File: config.mk
export PLATFORM = sky130hd
export DESIGN_NAME = sprite_animator
export DESIGN_NICKNAME = d
export VERILOG_FILES = /design/src/rtl/sprite_animator.sv
export SDC_FILE = /design/constraint.sdc
export NUM_CORES = 1
export LEC_CHECK = 0
export CORE_ASPECT_RATIO = 0.6
export CORE_UTILIZATION = 30
export CTS_BUF_LIST = sky130_fd_sc_hd__clkbuf_8
export DETAILED_ROUTE_END_ITERATION = 10
export MAX_ROUTING_LAYER = met4
export PLACE_DENSITY = 0.57
export SYNTH_ARGS = -nofsm -noshare
export SYNTH_HDL_FRONTEND = slang
export SYNTH_SLANG_ARGS = --single-unit
File: constraint.sdc
create_clock -name vga_clk -period 2.55 [get_ports vga_clk]
set_input_delay 0.51 -clock vga_clk [delete_from_list [all_inputs] [get_ports vga_clk]]
set_output_delay 0.51 -clock vga_clk [all_outputs]
set_load 0.05 [all_outputs]
File: src/rtl/sprite_animator.sv
// Sprite fetch/render stage: maps the beam into a scaled, mirrored, animated sprite box.
// Optional vertical mirroring (flip_v port) is enabled by defining SPRITE_FLIP_V_EN.
module sprite_animator #(
    parameter int SPR_W           = 32,
    parameter int SPR_H           = 32,
    parameter int NUM_FRAMES      = 4,
    parameter int SCALE_SHIFT     = 1,
    parameter int PIX_BITS        = 4,
    parameter int ROM_LAT         = 1,
    parameter int FRAME_TICKS     = 8,
    parameter int TRANSPARENT_IDX = 0,
    localparam int AW = $clog2(NUM_FRAMES * SPR_W * SPR_H),
    localparam int FW = (NUM_FRAMES > 1) ? $clog2(NUM_FRAMES) : 1
) (
    input  logic                vga_clk,
    input  logic                Reset,
    input  logic [9:0]          DrawX,
    input  logic [9:0]          DrawY,
    input  logic                blank,
    input  logic                frame_start,
    input  logic [9:0]          pos_x,
    input  logic [9:0]          pos_y,
    input  logic                flip_h,
`ifdef SPRITE_FLIP_V_EN
    input  logic                flip_v,
`endif
    input  logic                anim_en,
    output logic [AW-1:0]       rom_address,
    input  logic [PIX_BITS-1:0] rom_q,
    output logic [PIX_BITS-1:0] pix_idx,
    output logic                pix_valid,
    output logic [FW-1:0]       cur_frame
);

    localparam int TXW   = (SPR_W > 1) ? $clog2(SPR_W) : 1;
    localparam int TYW   = (SPR_H > 1) ? $clog2(SPR_H) : 1;
    localparam int TW    = (FRAME_TICKS > 1) ? $clog2(FRAME_TICKS) : 1;
    localparam int BOX_W = SPR_W << SCALE_SHIFT;
    localparam int BOX_H = SPR_H << SCALE_SHIFT;

    logic [9:0]          px_q, px_d;
    logic [9:0]          py_q, py_d;
    logic                flip_h_q, flip_h_d;
    logic                flip_v_q, flip_v_d;
    logic [TW-1:0]       tick_q, tick_d;
    logic [FW-1:0]       cur_frame_q, cur_frame_d;
    logic [AW-1:0]       rom_address_q, rom_address_d;
    logic                s0_vld_q, s0_vld_d;
    logic [ROM_LAT-1:0]  vld_dly_q, vld_dly_d;
    logic [PIX_BITS-1:0] pix_idx_q, pix_idx_d;
    logic                pix_valid_q, pix_valid_d;

    logic [10:0]            lx, ly;
    logic                   in_box;
    logic [TXW-1:0]         tx;
    logic [TYW-1:0]         ty;
    logic [FW+TYW+TXW-1:0]  addr_full;

    always_comb begin
        // Shadow geometry only moves at vertical blanking, so a frame never tears.
        px_d     = frame_start ? pos_x  : px_q;
        py_d     = frame_start ? pos_y  : py_q;
        flip_h_d = frame_start ? flip_h : flip_h_q;
`ifdef SPRITE_FLIP_V_EN
        flip_v_d = frame_start ? flip_v : flip_v_q;
`else
        flip_v_d = 1'b0;
`endif

        tick_d      = tick_q;
        cur_frame_d = cur_frame_q;
        if (frame_start && anim_en) begin
            if (tick_q == TW'(FRAME_TICKS - 1)) begin
                tick_d      = '0;
                cur_frame_d = (cur_frame_q == FW'(NUM_FRAMES - 1)) ? '0 : cur_frame_q + 1'b1;
            end else begin
                tick_d = tick_q + 1'b1;
            end
        end

        // 11-bit difference keeps the sign, so boxes past the screen edge clip instead of wrapping.
        lx     = {1'b0, DrawX} - {1'b0, px_q};
        ly     = {1'b0, DrawY} - {1'b0, py_q};
        in_box = ~lx[10] & ~ly[10] & (lx < 11'(BOX_W)) & (ly < 11'(BOX_H));

        tx = TXW'(lx >> SCALE_SHIFT);
        ty = TYW'(ly >> SCALE_SHIFT);
        if (flip_h_q) tx = ~tx;
        if (flip_v_q) ty = ~ty;

        addr_full     = {cur_frame_q, ty, tx};
        rom_address_d = in_box ? addr_full[AW-1:0] : rom_address_q;
        s0_vld_d      = in_box & blank;

        vld_dly_d[0] = s0_vld_q;
        for (int i = 1; i < ROM_LAT; i++) begin
            vld_dly_d[i] = vld_dly_q[i-1];
        end

        pix_valid_d = vld_dly_q[ROM_LAT-1] & (rom_q != PIX_BITS'(TRANSPARENT_IDX));
        pix_idx_d   = pix_valid_d ? rom_q : '0;
    end

    always_ff @(posedge vga_clk) begin
        if (Reset) begin
            px_q          <= '0;
            py_q          <= '0;
            flip_h_q      <= 1'b0;
            flip_v_q      <= 1'b0;
            tick_q        <= '0;
            cur_frame_q   <= '0;
            rom_address_q <= '0;
            s0_vld_q      <= 1'b0;
            vld_dly_q     <= '0;
            pix_idx_q     <= '0;
            pix_valid_q   <= 1'b0;
        end else begin
            px_q          <= px_d;
            py_q          <= py_d;
            flip_h_q      <= flip_h_d;
            flip_v_q      <= flip_v_d;
            tick_q        <= tick_d;
            cur_frame_q   <= cur_frame_d;
            rom_address_q <= rom_address_d;
            s0_vld_q      <= s0_vld_d;
            vld_dly_q     <= vld_dly_d;
            pix_idx_q     <= pix_idx_d;
            pix_valid_q   <= pix_valid_d;
        end
    end

    assign rom_address = rom_address_q;
    assign pix_idx     = pix_idx_q;
    assign pix_valid   = pix_valid_q;
    assign cur_frame   = cur_frame_q;

endmodule

==> metrics.yaml, run 1 <==
timing:
  rsz0062_at_grt: "yes"
  fin_crit_sh: 1.02
  drv_slew: 0
  period_minus_slack_ps: 2590
  setup_ws_ps: -44.1
  fin_skew_ps: 9.77
  setup_violations: 7
  max_freq_mhz: 385
  hold_slack_ps: 448
  worstMarginPinSlew_ps: 533
  relSlewSlack: 0.644
  hold_viol_final: 0
route:
  drc: 0
  drtIter0Drc: 109
  wl_per_cell_um: 13.6
  via_count: 2587
  routed_wl_mm: 7.25
  drtPass1Iterations: 4
  viasPerCell: 4.85
  final_antenna_net_count: 0
setup_path:
  startpoint: "DrawX[0]"
  cp.required_ps: 2750
  r2r-start: "px_q[0]"
  crit_arrival_ps: 2790
  path_max_fanout: 6
  path_class: "in2reg"
  crit_path_start_kind: "input pin"
  worst_setup_path_end_kind: "flop"
layout:
  diodes: 0
  nets: 493
  fin_cells: 533
  final_cell_area_sq_um: 4300
  final_cell_mix: "clkdlybuf4s50_1, buf_4, dfxtp_1, nor2_1, inv_1"
  layout_commonest_cell: "clkdlybuf4s50_1"
  area_delta_synth_final_pct: 53.9
  layout-drive-gt1-share: 0.264
placed_design:
  placedCellCount: 521
  portBuffers: 68
  dpl.hpwl_mm: 5.64
  place.gp.congestion: 0.852
  place_ws_ps: -708
  placed_cell_area_sq_um: 3950
global_route:
  grt_pass1_vias: 2520
  grt_max_degree: 21
  grt_usage: 0.161
  grt_pass1_wl_mm: 12.1
  gr-total-overflow: 0
  antenna_found_initial: 0
synth:
  ys_seq_area_frac: 0.322
  syn_avg_cell_area_sq_um: 9.17
  synthDistinctLibCells: 62
  synth-async-reset-ratio: 0
  ys_warn_count: 0
  ys_ff_latch: 45
  syn_area_sq_um: 2800
  synth_edf_count: 0
  synthFlopType: "dfxtp_1"
  postSynthCellCount: 305
  syn_nets: 378
clock_tree:
  cts_hold_buf: 0
  clock-sinks: 45
  cts_tree: "yes"
  path_clk_slew_ps: 100
  worstSkewPairLatency_ps: 310
  htreeDepth: 2
  clockRootBuffer: "clkbuf_8"
  clock_path_buffers: 2
  cts_buffers: 5
floorplanning:
  initial_core_util: 0.318
  rows: 26
  die_area_sq_um: 9720
  die_w_um: 127
  dieHeight_um: 76.8
  io_pins: 69
  core_region_area_sq_um: 8780
power:
  peakVddDrop_mv: 0.201
  power.density_nw_per_um2: 441
  p_leak_nw: 1.72
outcome:
  status: "complete, but fails checks"
  violations: "setup timing"
worst_hold_path:
  min_path_type: "reg2reg"
  min_from: "s0_vld_q"
run:
  maxCapViolCount: 0
-- Yosys cell counts (all sizes together), types with 2 or more instances --
library cell	count	area share
dfxtp	45	0.32
nor2	29	0.039
inv	26	0.035
mux2i	25	0.089
ha	21	0.094
a21oi	16	0.029
o21ai	11	0.021
nand3	9	0.018
nor2b	9	0.026
xnor2	9	0.028
nand2	8	0.011
a211oi	7	0.023
clkbuf	7	0.0098
a31oi	6	0.013
and2	6	0.013
nand2b	6	0.016
nand4	6	0.016
nor3	6	0.013
buf	5	0.015
o31ai	5	0.013
a21o	3	0.0081
o221ai	3	0.0094
or3	3	0.0067
a2111oi	2	0.015
a311oi	2	0.0063
fa	2	0.014
mux2	2	0.0081
nand3b	2	0.0098
nand4b	2	0.0063
nor3b	2	0.0054
or2	2	0.0045
xor2	2	0.0063
-- metal layers --
| layer | GRT usage | part of all wire |
|---|---|---|
| met1 | 0.227 | 0.54 |
| met2 | 0.230 | 0.40 |
| met3 | 0.0370 | 0.054 |
| met4 | 0.0373 | 0.0079 |
| met5 | - | 0 |
-- final cells by class --
| type | instances | area, sq um |
|---|---|---|
| Fill cell | 833 | 4480 |
| Multi-Input combinational cell | 221 | 1970 |
| Timing Repair Buffer | 121 | 1100 |
| Sequential cell | 45 | 902 |
| Tap cell | 112 | 140 |
| Inverter | 26 | 97.6 |
| Clock buffer | 5 | 68.8 |
| Clock inverter | 3 | 25.0 |
-- worst max-delay path, cell delays in order --
cell and delay (ps):
clkdlybuf4s15_1 210, nor2b_4 60, fa_2 410, nor2b_4 130, o311a_1 220, buf_6 110, o221ai_4 100, a2111oi_4 320
buf_4 180, nand4_4 140, nor3_4 280, a211oi_1 120
-- path summary, 6_finish.rpt --
check / end / slack [ps] / depth (start not counted)
worst max-delay path: rom_address[5] / -40 / 12
worst max register to register: rom_address[5] / -40 / 11
worst min register to register: vld_dly_q / 450 / 1
worst min-delay path: vld_dly_q / 450 / 1
-- sequential cells by signal (all words and copies together), names as in the netlist --
signal / cells
px_q: 10
cur_frame: 2
rom_address: 12
pix_idx: 4
flip_h_q: 1
pix_valid: 1
s0_vld_q: 1
vld_dly_q: 1
tick_q: 3
py_q: 10
-- power by group --
part	total [W]	internal [W]	switching, W
logic	0.000671	0.000359	0.000312
clock network	0.000488	0.000199	0.000289
registers	0.000739	0.000724	0.0000142
-- stage by stage --
stage           util  TNS, ps  power, W
2_1_floorplan      -        0   0.00110
3_3_place_gp   0.449    -7590   0.00134
3_5_place_dp   0.449    -8030   0.00135
4_1_cts        0.485     -143   0.00190
5_1_grt        0.490    -2190   0.00201
6_report       0.490     -209   0.00190
-- what timing repair did --
action / in CTS / in global routing
resized for setup: 48 / 7
setup buffers: 4 / 0
endpoints found under the setup margin: 13 / 13
cloned: 0 / 0
pin swaps: 27 / 3
-- kinds of logic after synthesis --
family	count (synthesis)	share of synthesized area
buffers and inverters	39	0.0662
AO/OA/AOI/OAI	67	0.178
flip-flops	45	0.322
AND/OR/NAND/NOR	93	0.194
XOR/XNOR	11	0.0345
multiplexers	27	0.0975
adder cells (fa/ha/maj)	23	0.108
(Power assumes the default switching activity.)
==> inputs of run 2 (changes only) <==
--- a/config.mk
+++ b/config.mk
@@ -6,11 +6,13 @@
 export NUM_CORES = 1
 export LEC_CHECK = 0
 export CORE_ASPECT_RATIO = 0.6
+export CORE_MARGIN = 2
 export CORE_UTILIZATION = 30
 export CTS_BUF_LIST = sky130_fd_sc_hd__clkbuf_8
 export DETAILED_ROUTE_END_ITERATION = 10
+export DONT_BUFFER_PORTS = 1
 export MAX_ROUTING_LAYER = met4
-export PLACE_DENSITY = 0.57
+export PLACE_DENSITY = 0.47
 export SYNTH_ARGS = -nofsm -noshare
 export SYNTH_HDL_FRONTEND = slang
 export SYNTH_SLANG_ARGS = --single-unit
==> run 2 against run 1 <==
Effect of this change:
- the flow now finishes without violations
- first-iteration DRC count fell by 25%
- sequential power is essentially flat
- critical path depth shrank 2
- largest cell class unchanged
- final area shrank 23%
- global-route usage is 1.6 points lower
- highest routed layer unchanged
==> metrics.yaml, run 2 (synthesized netlist as in run 1, its figures left out) <==
setup_path:
  r2r-start: "px_q[0]"
  crit_slowest_cell: "a2111oi_4"
  worst-r2r-cell-count: 10  # -1
  r2r_setup_slack_ps: 60  # +100 ps
  cp.required_ps: 2770  # +20 ps
  cpPeakStageDelay_ps: 410  # about the same
  worst_setup_path_end_kind: "flop"
  path_cells: "nor2b_4 -> fa_2 -> nor2b_4 -> o311a_4 -> nand3b_4 -> a2111oi_4 -> and4_4 -> buf_12 -> a31oi_1 -> a211oi_1"
  crit_path_start_kind: "flop"
  path_class: "reg2reg"
  timing.rr.end: "rom_address[1]"
  path_common_cell: "nor2b_4"
  path_max_fanout: 10  # +4
  crit_arrival_ps: 2710  # -80 ps
timing:
  setup_violations: 0  # -7
  setup_ws_ps: 59.9  # +104 ps
  worstMarginPinSlew_ps: 620  # +86.6 ps
  hold_viol_final: 0  # unchanged
  drv_slew: 0  # unchanged
  rsz0062_at_grt: "yes"
  fin_skew_ps: 16.3  # +6.52 ps
  relSlewSlack: 0.586  # -0.0572
  period_minus_slack_ps: 2490  # -104 ps
  max_freq_mhz: 402  # +4.2%
  fin_crit_sh: 0.977  # -0.0408
power:
  clock_power_share: 0.320  # +0.063
  p_int_w: 0.00124  # -3.3%
  power.density_nw_per_um2: 534  # +21%
  p_seq_frac: 0.420  # +0.031
  comb_power_share: 0.260  # -0.094
  peakVddDrop_mv: 0.202  # +0.47%
  p_sw_frac: 0.296  # -0.0284
  p_leak_nw: 1.32  # -23%
  p_switching_w: 0.000521  # -15%
clock_tree:
  clock-sinks: 45  # unchanged
  worstSkewPairLatency_ps: 310  # about the same
  clockRootBuffer: "clkbuf_8"
  clock_path_buffers: 2  # unchanged
  cts_hold_buf: 0  # unchanged
  path_clk_slew_ps: 100  # about the same
  cts_tree: "yes"
  cts_buffers: 5  # unchanged
  htreeDepth: 2  # unchanged
layout:
  area_delta_synth_final_pct: 18.0
  largest_register_ffs: 12  # unchanged
  layout_commonest_cell: "dfxtp_1"
  multi_input_area_sq_um: 1810  # -8.0%
  nets: 400  # -19%
  final_cell_area_sq_um: 3300  # -23%
  diodes: 0  # unchanged
  final_cell_mix: "dfxtp_1, nor2_1, inv_1, buf_4, mux2i_1"
  fill_cells: 942  # +13%
  seq_area_sq_um: 902  # unchanged
  layout-drive-gt1-share: 0.204  # -0.0594
floorplanning:
  io_pins: 69  # unchanged
  die_area_sq_um: 10100  # +4.2%
  core_region_area_sq_um: 9120  # +3.8%
  rows: 27  # +3.8%
  die_w_um: 129  # +1.6%
  initial_core_util: 0.307  # -0.0118
  dieHeight_um: 78.8  # +2.6%
worst_hold_path:
  hold_depth: 1  # unchanged
  hold_end: "py_q[2]"
  min_from: "Reset"
  min_path_type: "in2reg"
global_route:
  grt_max_degree: 44  # +110%
  grt_pass1_vias: 2188  # -13%
  grt_pass1_wl_mm: 11.2  # -7.8%
  antenna_found_initial: 0  # unchanged
  gr-total-overflow: 0  # unchanged
  grt_usage: 0.145  # -0.0158
placed_design:
  placed_cell_area_sq_um: 3110  # -21%
  place.gp.congestion: 0.806  # -5.4%
  place_ws_ps: -227  # +480 ps
  dpl.hpwl_mm: 5.30  # -6.1%
  portBuffers: 0  # -100%
outcome:
  status: "finished, final reports clean"
route:
  wl_per_cell_um: 15.4  # +13%
  drtIter0Drc: 82  # -25%
  viasPerCell: 4.98  # +2.6%
  drc: 0  # unchanged
  final_antenna_net_count: 0  # unchanged
  via_count: 2210  # -15%
  routed_wl_mm: 6.84  # -5.6%
  drtPass1Iterations: 4  # unchanged
run:
  maxCapViolCount: 0  # unchanged
run 2: cell types whose count changed in the layout (fill, tap and decap cells not counted), moves of 4 or more:
| cell | before | now |
|---|---|---|
| buf_4 | 48 | 26 |
| clkdlybuf4s50_1 | 59 | 0 |
| dlygate4sd2_1 | 8 | 0 |
| ha_1 | 14 | 18 |
| ha_4 | 6 | 1 |
run 2: critical path, delay by kind of cell (launching register included):
kind	cells	cell delay, ps
compound gates	4	1020
fa+ha+maj	1	250
buf+inv	1	120
simple gates	4	680
flops	1	330
run 2: what timing repair did:
item / 4_1_cts / 5_1_grt
pin swaps: 5 / 8
resized for setup: 5 / 9
buffers inserted: 1 / 0
setup endpoints to repair: 7 / 13
run 2: routing by layer:
| layer | track usage | vias to the layer above | share of wire |
|---|---|---|---|
| met5 | - | - | 0 |
| li1 | - | 1137 | - |
| met1 | 0.202 | 1010 | 0.53 |
| met4 | 0.0293 | 0 | 0.0053 |
| met3 | 0.0586 | 5 | 0.085 |
| met2 | 0.196 | 58 | 0.38 |
run 2: through the flow:
step | cells | setup TNS, ps | hold slack [ps] | total power [W] | utilization
after detailed placement | 435 | -1940 | 436 | 0.00120 | 0.340
after CTS | 444 | 0 | 238 | 0.00178 | 0.357
after global placement | 435 | -929 | 433 | 0.00120 | 0.340
final | 444 | 0 | 262 | 0.00176 | 0.362
after global routing | 444 | -723 | 232 | 0.00187 | 0.362
after floorplan | 305 | 0 | 414 | 0.00110 | -
run 2: area by class of cell:
| type | instances | share of cell area |
|---|---|---|
| Clock inverter | 3 | 0.0129 |
| Inverter | 26 | 0.0296 |
| Timing Repair Buffer | 28 | 0.0713 |
| Clock buffer | 5 | 0.0209 |
| Tap cell | 116 | 0.0440 |
| Sequential cell | 45 | 0.273 |
| Multi-Input combinational cell | 221 | 0.548 |
run 2: worst max path at each step:
stage | from | to | slack, ps | cells past startpoint
floorplan | DrawX[1] | rom_address[9] | 3 | 9
detailed placement | DrawX[1] | rom_address[3] | -230 | 9
finish | px_q[0] | rom_address[1] | 60 | 10
CTS | px_q[0] | rom_address[0] | 10 | 10
global placement | DrawX[1] | rom_address[2] | -140 | 9
global route | px_q[0] | rom_address[5] | -130 | 10
run 2: power groups by stage:
| stage | clock network, W | registers, W | logic (W) |
|---|---|---|---|
| 2_1_floorplan | 0 | 0.000752 | 0.000348 |
| 3_3_place_gp | 0 | 0.000757 | 0.000441 |
| 3_5_place_dp | 0 | 0.000757 | 0.000444 |
| 4_1_cts | 0.000589 | 0.000741 | 0.000453 |
| 5_1_grt | 0.000619 | 0.000744 | 0.000511 |
| 6_report | 0.000563 | 0.000740 | 0.000458 |
